--- src/rtl/cpu_pkg.sv ---
// Shared CPU definitions: opcode encoding, instruction field positions and
// per-opcode register-usage decode.
package cpu_pkg;

  typedef enum logic [3:0] {
    NOP     = 4'd0,
    MAX     = 4'd1,
    UNUSED  = 4'd2,
    STORE   = 4'd3,
    ADD     = 4'd4,
    INC     = 4'd5,
    NEG     = 4'd6,
    SUB     = 4'd7,
    J       = 4'd8,
    BRZ     = 4'd9,
    JM      = 4'd10,
    BRN     = 4'd11,
    UNUSED1 = 4'd12,
    UNUSED2 = 4'd13,
    LOAD    = 4'd14,
    SAVE_PC = 4'd15
  } opcode_t;

  localparam int REG_W  = 6;
  localparam int OP_MSB = 31;
  localparam int OP_LSB = 28;
  localparam int RD_MSB = 27;
  localparam int RD_LSB = 22;
  localparam int RS_MSB = 21;
  localparam int RS_LSB = 16;
  localparam int RT_MSB = 15;
  localparam int RT_LSB = 10;

  function automatic logic writes_rd(opcode_t op);
    case (op)
      MAX, ADD, INC, NEG, SUB, LOAD, SAVE_PC: return 1'b1;
      default:                                return 1'b0;
    endcase
  endfunction

  function automatic logic reads_rs(opcode_t op);
    case (op)
      MAX, STORE, ADD, INC, NEG, SUB, J, BRZ, JM, BRN, LOAD: return 1'b1;
      default:                                              return 1'b0;
    endcase
  endfunction

  // SAVE_PC carries an immediate in the rt slot, so it is not listed here.
  function automatic logic reads_rt(opcode_t op);
    case (op)
      MAX, STORE, ADD, SUB: return 1'b1;
      default:              return 1'b0;
    endcase
  endfunction

endpackage

--- src/rtl/fetch_stage_hazard_scoreboard.sv ---
// Tracks destination registers of the last HAZ_DEPTH IF/ID occupants and flags
// a read-after-write conflict for the instruction currently being fetched.
module hazard_scoreboard
  import cpu_pkg::*;
#(
  parameter int HAZ_DEPTH = 4
) (
  input  logic             clk,
  input  logic             reset_n,
  input  logic             shift,
  input  logic             push_v,
  input  logic [REG_W-1:0] push_rd,
  input  logic [REG_W-1:0] src_rs,
  input  logic             src_rs_v,
  input  logic [REG_W-1:0] src_rt,
  input  logic             src_rt_v,
  output logic             hazard
);

  logic             v_reg  [HAZ_DEPTH];
  logic [REG_W-1:0] rd_reg [HAZ_DEPTH];
  logic [HAZ_DEPTH-1:0] match;

  // Entry 0 mirrors IF/ID; older entries age one slot per advancing edge.
  always_ff @(posedge clk or negedge reset_n) begin
    if (!reset_n) begin
      for (int k = 0; k < HAZ_DEPTH; k++) begin
        v_reg[k]  <= 1'b0;
        rd_reg[k] <= '0;
      end
    end else if (shift) begin
      v_reg[0]  <= push_v;
      rd_reg[0] <= push_rd;
      for (int k = 1; k < HAZ_DEPTH; k++) begin
        v_reg[k]  <= v_reg[k-1];
        rd_reg[k] <= rd_reg[k-1];
      end
    end
  end

  generate
    for (genvar gi = 0; gi < HAZ_DEPTH; gi++) begin : g_match
      assign match[gi] = v_reg[gi] &
                         ((src_rs_v & (rd_reg[gi] == src_rs)) |
                          (src_rt_v & (rd_reg[gi] == src_rt)));
    end
  endgenerate

  assign hazard = |match;

endmodule

--- src/rtl/fetch_stage.sv ---
// Instruction-fetch stage: PC, IF/ID pipeline register, RAW interlock and
// redirect handling, plus issue/bubble statistics counters.
module fetch_stage
  import cpu_pkg::*;
#(
  parameter int              PC_W      = 8,
  parameter int              HAZ_DEPTH = 4,
  parameter logic [PC_W-1:0] RESET_PC  = '0
) (
  input  logic            clk,
  input  logic            reset_n,
  output logic [PC_W-1:0] imem_addr,
  input  logic [31:0]     imem_rdata,
  input  logic            stall,
  input  logic            redirect_valid,
  input  logic [PC_W-1:0] redirect_pc,
  output logic            if_valid,
  output logic [31:0]     if_instr,
  output logic [PC_W-1:0] if_pc,
  output logic [15:0]     issue_count,
  output logic [15:0]     bubble_count
);

  logic [PC_W-1:0]  pc_reg;
  logic             valid_reg;
  logic [31:0]      instr_reg;
  logic [PC_W-1:0]  if_pc_reg;
  logic [15:0]      issue_reg;
  logic [15:0]      bubble_reg;

  opcode_t          op;
  logic [REG_W-1:0] rd;
  logic [REG_W-1:0] rs;
  logic [REG_W-1:0] rt;
  logic             hazard;
  logic             advance;
  logic             push_v;

  assign op = opcode_t'(imem_rdata[OP_MSB:OP_LSB]);
  assign rd = imem_rdata[RD_MSB:RD_LSB];
  assign rs = imem_rdata[RS_MSB:RS_LSB];
  assign rt = imem_rdata[RT_MSB:RT_LSB];

  // A redirect overrides stall, so the scoreboard ages whenever IF/ID changes.
  assign advance = redirect_valid | ~stall;
  assign push_v  = ~redirect_valid & ~hazard & writes_rd(op);

  hazard_scoreboard #(
    .HAZ_DEPTH(HAZ_DEPTH)
  ) u_sb (
    .clk     (clk),
    .reset_n (reset_n),
    .shift   (advance),
    .push_v  (push_v),
    .push_rd (rd),
    .src_rs  (rs),
    .src_rs_v(reads_rs(op)),
    .src_rt  (rt),
    .src_rt_v(reads_rt(op)),
    .hazard  (hazard)
  );

  always_ff @(posedge clk or negedge reset_n) begin
    if (!reset_n) begin
      pc_reg     <= RESET_PC;
      valid_reg  <= 1'b0;
      instr_reg  <= '0;
      if_pc_reg  <= '0;
      issue_reg  <= '0;
      bubble_reg <= '0;
    end else if (redirect_valid) begin
      pc_reg    <= redirect_pc;
      valid_reg <= 1'b0;
      instr_reg <= '0;
      if_pc_reg <= '0;
    end else if (!stall) begin
      if (hazard) begin
        valid_reg  <= 1'b0;
        instr_reg  <= '0;
        if_pc_reg  <= '0;
        bubble_reg <= bubble_reg + 16'd1;
      end else begin
        valid_reg <= 1'b1;
        instr_reg <= imem_rdata;
        if_pc_reg <= pc_reg;
        pc_reg    <= pc_reg + PC_W'(1);
        issue_reg <= issue_reg + 16'd1;
      end
    end
  end

  assign imem_addr    = pc_reg;
  assign if_valid     = valid_reg;
  assign if_instr     = instr_reg;
  assign if_pc        = if_pc_reg;
  assign issue_count  = issue_reg;
  assign bubble_count = bubble_reg;

endmodule

--- config.mk ---
export PLATFORM = sky130hd
export DESIGN_NAME = fetch_stage
export DESIGN_NICKNAME = d
export VERILOG_FILES = /design/src/rtl/cpu_pkg.sv /design/src/rtl/fetch_stage_hazard_scoreboard.sv /design/src/rtl/fetch_stage.sv
export SDC_FILE = /design/constraint.sdc
export NUM_CORES = 1
export LEC_CHECK = 0
export ABC_AREA = 1
export CORE_ASPECT_RATIO = 2
export CORE_MARGIN = 5
export CORE_UTILIZATION = 30
export CTS_CLUSTER_SIZE = 20
export DETAILED_ROUTE_END_ITERATION = 8
export DONT_BUFFER_PORTS = 1
export GPL_TIMING_DRIVEN = 0
export PLACE_DENSITY = 0.44
export SYNTH_ARGS = -nofsm -noshare
export SYNTH_HDL_FRONTEND = slang
export SYNTH_HIERARCHICAL = 1
export SYNTH_SLANG_ARGS = --single-unit
--- constraint.sdc ---
create_clock -name clk -period 2.1 [get_ports clk]
set_clock_uncertainty 0.15 [all_clocks]
set_input_delay 0.42 -clock clk [delete_from_list [all_inputs] [get_ports clk]]
set_output_delay 0.42 -clock clk [all_outputs]
set_load 0.005 [all_outputs]
==> flow_metrics.env <==
export IMPL_status="finished, violations left"
export IMPL_violations="negative hold slack, negative setup slack"
export IMPL_first_pass_iters=5
export IMPL_synthCells=720
export IMPL_ir_worst_vdd_uv=384
export IMPL_synth_largest_area_cell="dfrtp_1"
export IMPL_diodes=0
export IMPL_largest_reg_flops=32
export IMPL_hpwl_mm=15.0
export IMPL_slew_viol_final=0
export IMPL_clk_latency_ps=360
export IMPL_clockBufferDepth=2
export IMPL_p_per_area_nw_per_um2=811
export IMPL_setup_worst_path_class="reg -> reg"
export IMPL_yosysUniqueCellTypes=36
export IMPL_drive_gt1_share_pct=23.2
export IMPL_multiInputGateArea_um2=2810
export IMPL_crit_fanout=5
export IMPL_tightest_slew_ps=768
export IMPL_ys_top_cells_by_area="dfrtp_1 47%, nand2_1 16%, a32o_1 5.4%"
export IMPL_via_per_inst=4.87
export IMPL_synth_main_ff_cell="dfrtp_1"
export IMPL_antenna_left=0
export IMPL_worstPathRequired_ps=2240
export IMPL_ff_latch_area_um2=2730
export IMPL_fmax_mhz=445
export IMPL_power_frac_comb_pct=18.0
export IMPL_drc_errors=0
export IMPL_dieArea_um2=22200
export IMPL_synth_top_area_share_pct=47.5
export IMPL_ios=125
export IMPL_syn_cell_area_um2=5750
export IMPL_start_util_pct=30.5
export IMPL_crit_end="bubble_count[7]$_DFFE_PN0P_"
export IMPL_clkPwrFrac_pct=35.4
export IMPL_timing_rr_start="u_sb/rd_reg[2]$_DFFE_PN0P_"
export IMPL_area_growth_pct=23.2
export IMPL_synth_edff_count=0
export IMPL_fin_ws_ps=-148
export IMPL_routedWlPerCell_um=19.6
export IMPL_switching_share_pct=31.1
export IMPL_hold_path_class="in -> async"
export IMPL_startpoint="u_sb/rd_reg[2]$_DFFE_PN0P_"
export IMPL_track_usage_pct=18.3
export IMPL_synth_avg_cell_area_um2=7.98
export IMPL_via_count=4987
export IMPL_cp_start_kind="flop"
export IMPL_power_leakage_nw=3.44
export IMPL_syn_num_nets=767
export IMPL_maxSlewHeadroom_pct=48.8
export IMPL_n_fill_cell=2024
export IMPL_cap_violations=0
export IMPL_ys_seq_area_share_pct=47.5
export IMPL_cts_sinks=109
export IMPL_core_um2=18800
export IMPL_ys_async_sr_fraction_pct=100
export IMPL_r2r_slack_ps=-150
export IMPL_htreeDepth=3
export IMPL_tritoncts="yes"
export IMPL_drt_iter0_markers=223
export IMPL_final_cells=1023
export IMPL_cp_end_kind="flop"
export IMPL_die_w_um=108
export IMPL_gp_congestion=0.915
export IMPL_reg2regPathDepth=15
export IMPL_fin_setup_tns_ps=-4640
export IMPL_p_seq_share_pct=46.6
export IMPL_utilization_pct=37.6
export IMPL_numCtsBuffers=9
export IMPL_placed_cell_area_um2=6110
export IMPL_rsz0062_at_grt="true"
export IMPL_nets=810
export IMPL_setup_violations=60
export IMPL_antenna_found_initial=0
export IMPL_internal_power_mw=3.96
export IMPL_grt_pass1_vias=5100
export IMPL_fin_area_um2=7080
export IMPL_synth_seq_cells=109
export IMPL_wl_mm=20.1
export IMPL_r2r_end="bubble_count[7]$_DFFE_PN0P_"
export IMPL_hold_ws_ps=-403
export IMPL_arrival_ps=2390
export IMPL_ys_warn_count=6
export IMPL_row_count=71
export IMPL_grt_max_degree=110
export IMPL_path_clk_slew_ps=80
export IMPL_grt_ovfl_total=0
export IMPL_p_total_mw=5.74
export IMPL_period_minus_slack_ps=2250
export IMPL_timing_final_hold_violations=109
export IMPL_grt_pass1_wl_mm=30.3
export IMPL_io_buffers=0
export IMPL_fin_crit_sh_pct=107
export IMPL_cts_root_buf="clkbuf_16"
export IMPL_netSwitchingPower_mw=1.79
export IMPL_pre_cts_slack_ps=-619
export IMPL_die_h_um=206
export IMPL_dp_cells=975
[cell families after synthesis]
group	synth area share, %
fa+ha+maj	0.653
flops	47.5
xor+xnor	4.57
buf+inv	8.36
simple gates	27.0
compound gates	12.0
[cell usage in the layout, fill, tap and decap left out, types with 3 or more instances in the layout]
master	Yosys	routed
nand2_1	245	221
dfrtp_1	109	106
inv_1	70	56
nor2_1	58	47
o21ai_0	48	34
a32o_1	31	31
nand3_1	32	28
inv_2	13	23
nand2_2	5	22
buf_6	3	19
xor2_1	16	16
buf_4	0	15
nor2_4	6	12
buf_2	16	12
clkbuf_16	0	11
o21ai_2	1	10
xnor2_1	14	9
a21oi_1	11	9
nand2_4	1	8
nor2_2	2	7
nand4_1	6	6
o21ai_1	0	5
xnor2_2	0	5
nand3_2	1	5
nand3b_1	4	4
clkbuf_1	5	4
nor3_2	1	3
o211ai_1	3	3
ha_1	3	3
clkinv_2	0	3
bufinv_16	0	3
dfrtp_2	0	3
[cells in the mapped netlist, types with 2 or more instances]
library cell,instances
a21oi_1,11
a22oi_1,2
a32o_1,31
buf_2,16
buf_6,3
clkbuf_1,5
clkinv_1,2
dfrtp_1,109
ha_1,3
inv_1,70
inv_2,13
nand2_1,245
nand2_2,5
nand3_1,32
nand3_4,2
nand3b_1,4
nand4_1,6
nor2_1,58
nor2_2,2
nor2_4,6
nor3_1,2
o211ai_1,3
o21ai_0,48
o22ai_1,2
xnor2_1,14
xor2_1,16
[worst min path at each step]
| stage | end | startpoint | cells after the start | slack, ps |
|---|---|---|---|---|
| CTS | u_sb/rd_reg[7]$_DFFE_PN0P_ | reset_n | 0 | -420 |
| finish | u_sb/rd_reg[2]$_DFFE_PN0P_ | reset_n | 0 | -400 |
| global placement | u_sb/rd_reg[2]$_DFFE_PN0P_ | reset_n | 0 | -20 |
| floorplan | bubble_count[0]$_DFFE_PN0P_ | reset_n | 0 | -30 |
| detailed placement | u_sb/rd_reg[2]$_DFFE_PN0P_ | reset_n | 0 | -20 |
| global route | u_sb/rd_reg[2]$_DFFE_PN0P_ | reset_n | 0 | -430 |
[worst max-delay path: stages (launching register included)]
cell,delay [ps]
dfrtp_1,430
xnor2_2,220
nand2_1,90
nor2_1,110
nand2_1,60
nand2_1,70
nand2_1,60
nand2_2,90
inv_2,40
nand2_4,90
nand3_4,110
nor2_4,120
nand2_2,90
nor2_4,180
buf_4,140
xor2_1,130
[per-layer routing]
metal | vias to the layer above | GRT usage (%) | part of all wire [%]
met5 | - | 0 | 0
met4 | 0 | 8.35 | 3.5
met3 | 27 | 3.99 | 5.0
met2 | 121 | 36.5 | 60
met1 | 2448 | 17.1 | 31
li1 | 2391 | - | -
[timing repair]
action / in CTS / in global routing
setup buffers: 21 / 10
cloned: 0 / 2
endpoints found under the setup margin: 73 / 81
pin swaps: 20 / 18
gates resized for setup: 49 / 71
hold endpoints to repair: 109 / 109
[area by class of cell]
class / count / share of cell area [%]
buffer: 25 / 2.53
clock buffer: 10 / 3.37
clock inverter: 6 / 1.54
inverter: 87 / 5.19
multi-input combinational: 499 / 39.6
sequential: 109 / 38.6
tap: 255 / 4.50
timing repair buffer: 32 / 4.68
[power groups by stage]
stage / clock network [mW] / registers, mW / logic [mW]
CTS: 2.09 / 2.68 / 0.946
global route: 2.17 / 2.72 / 1.17
finish: 2.03 / 2.68 / 1.04
detailed placement: 0 / 2.72 / 0.849
global placement: 0 / 2.72 / 0.833
floorplan: 0 / 2.60 / 0.641
No activity file was read; power rests on OpenSTA's default activity.
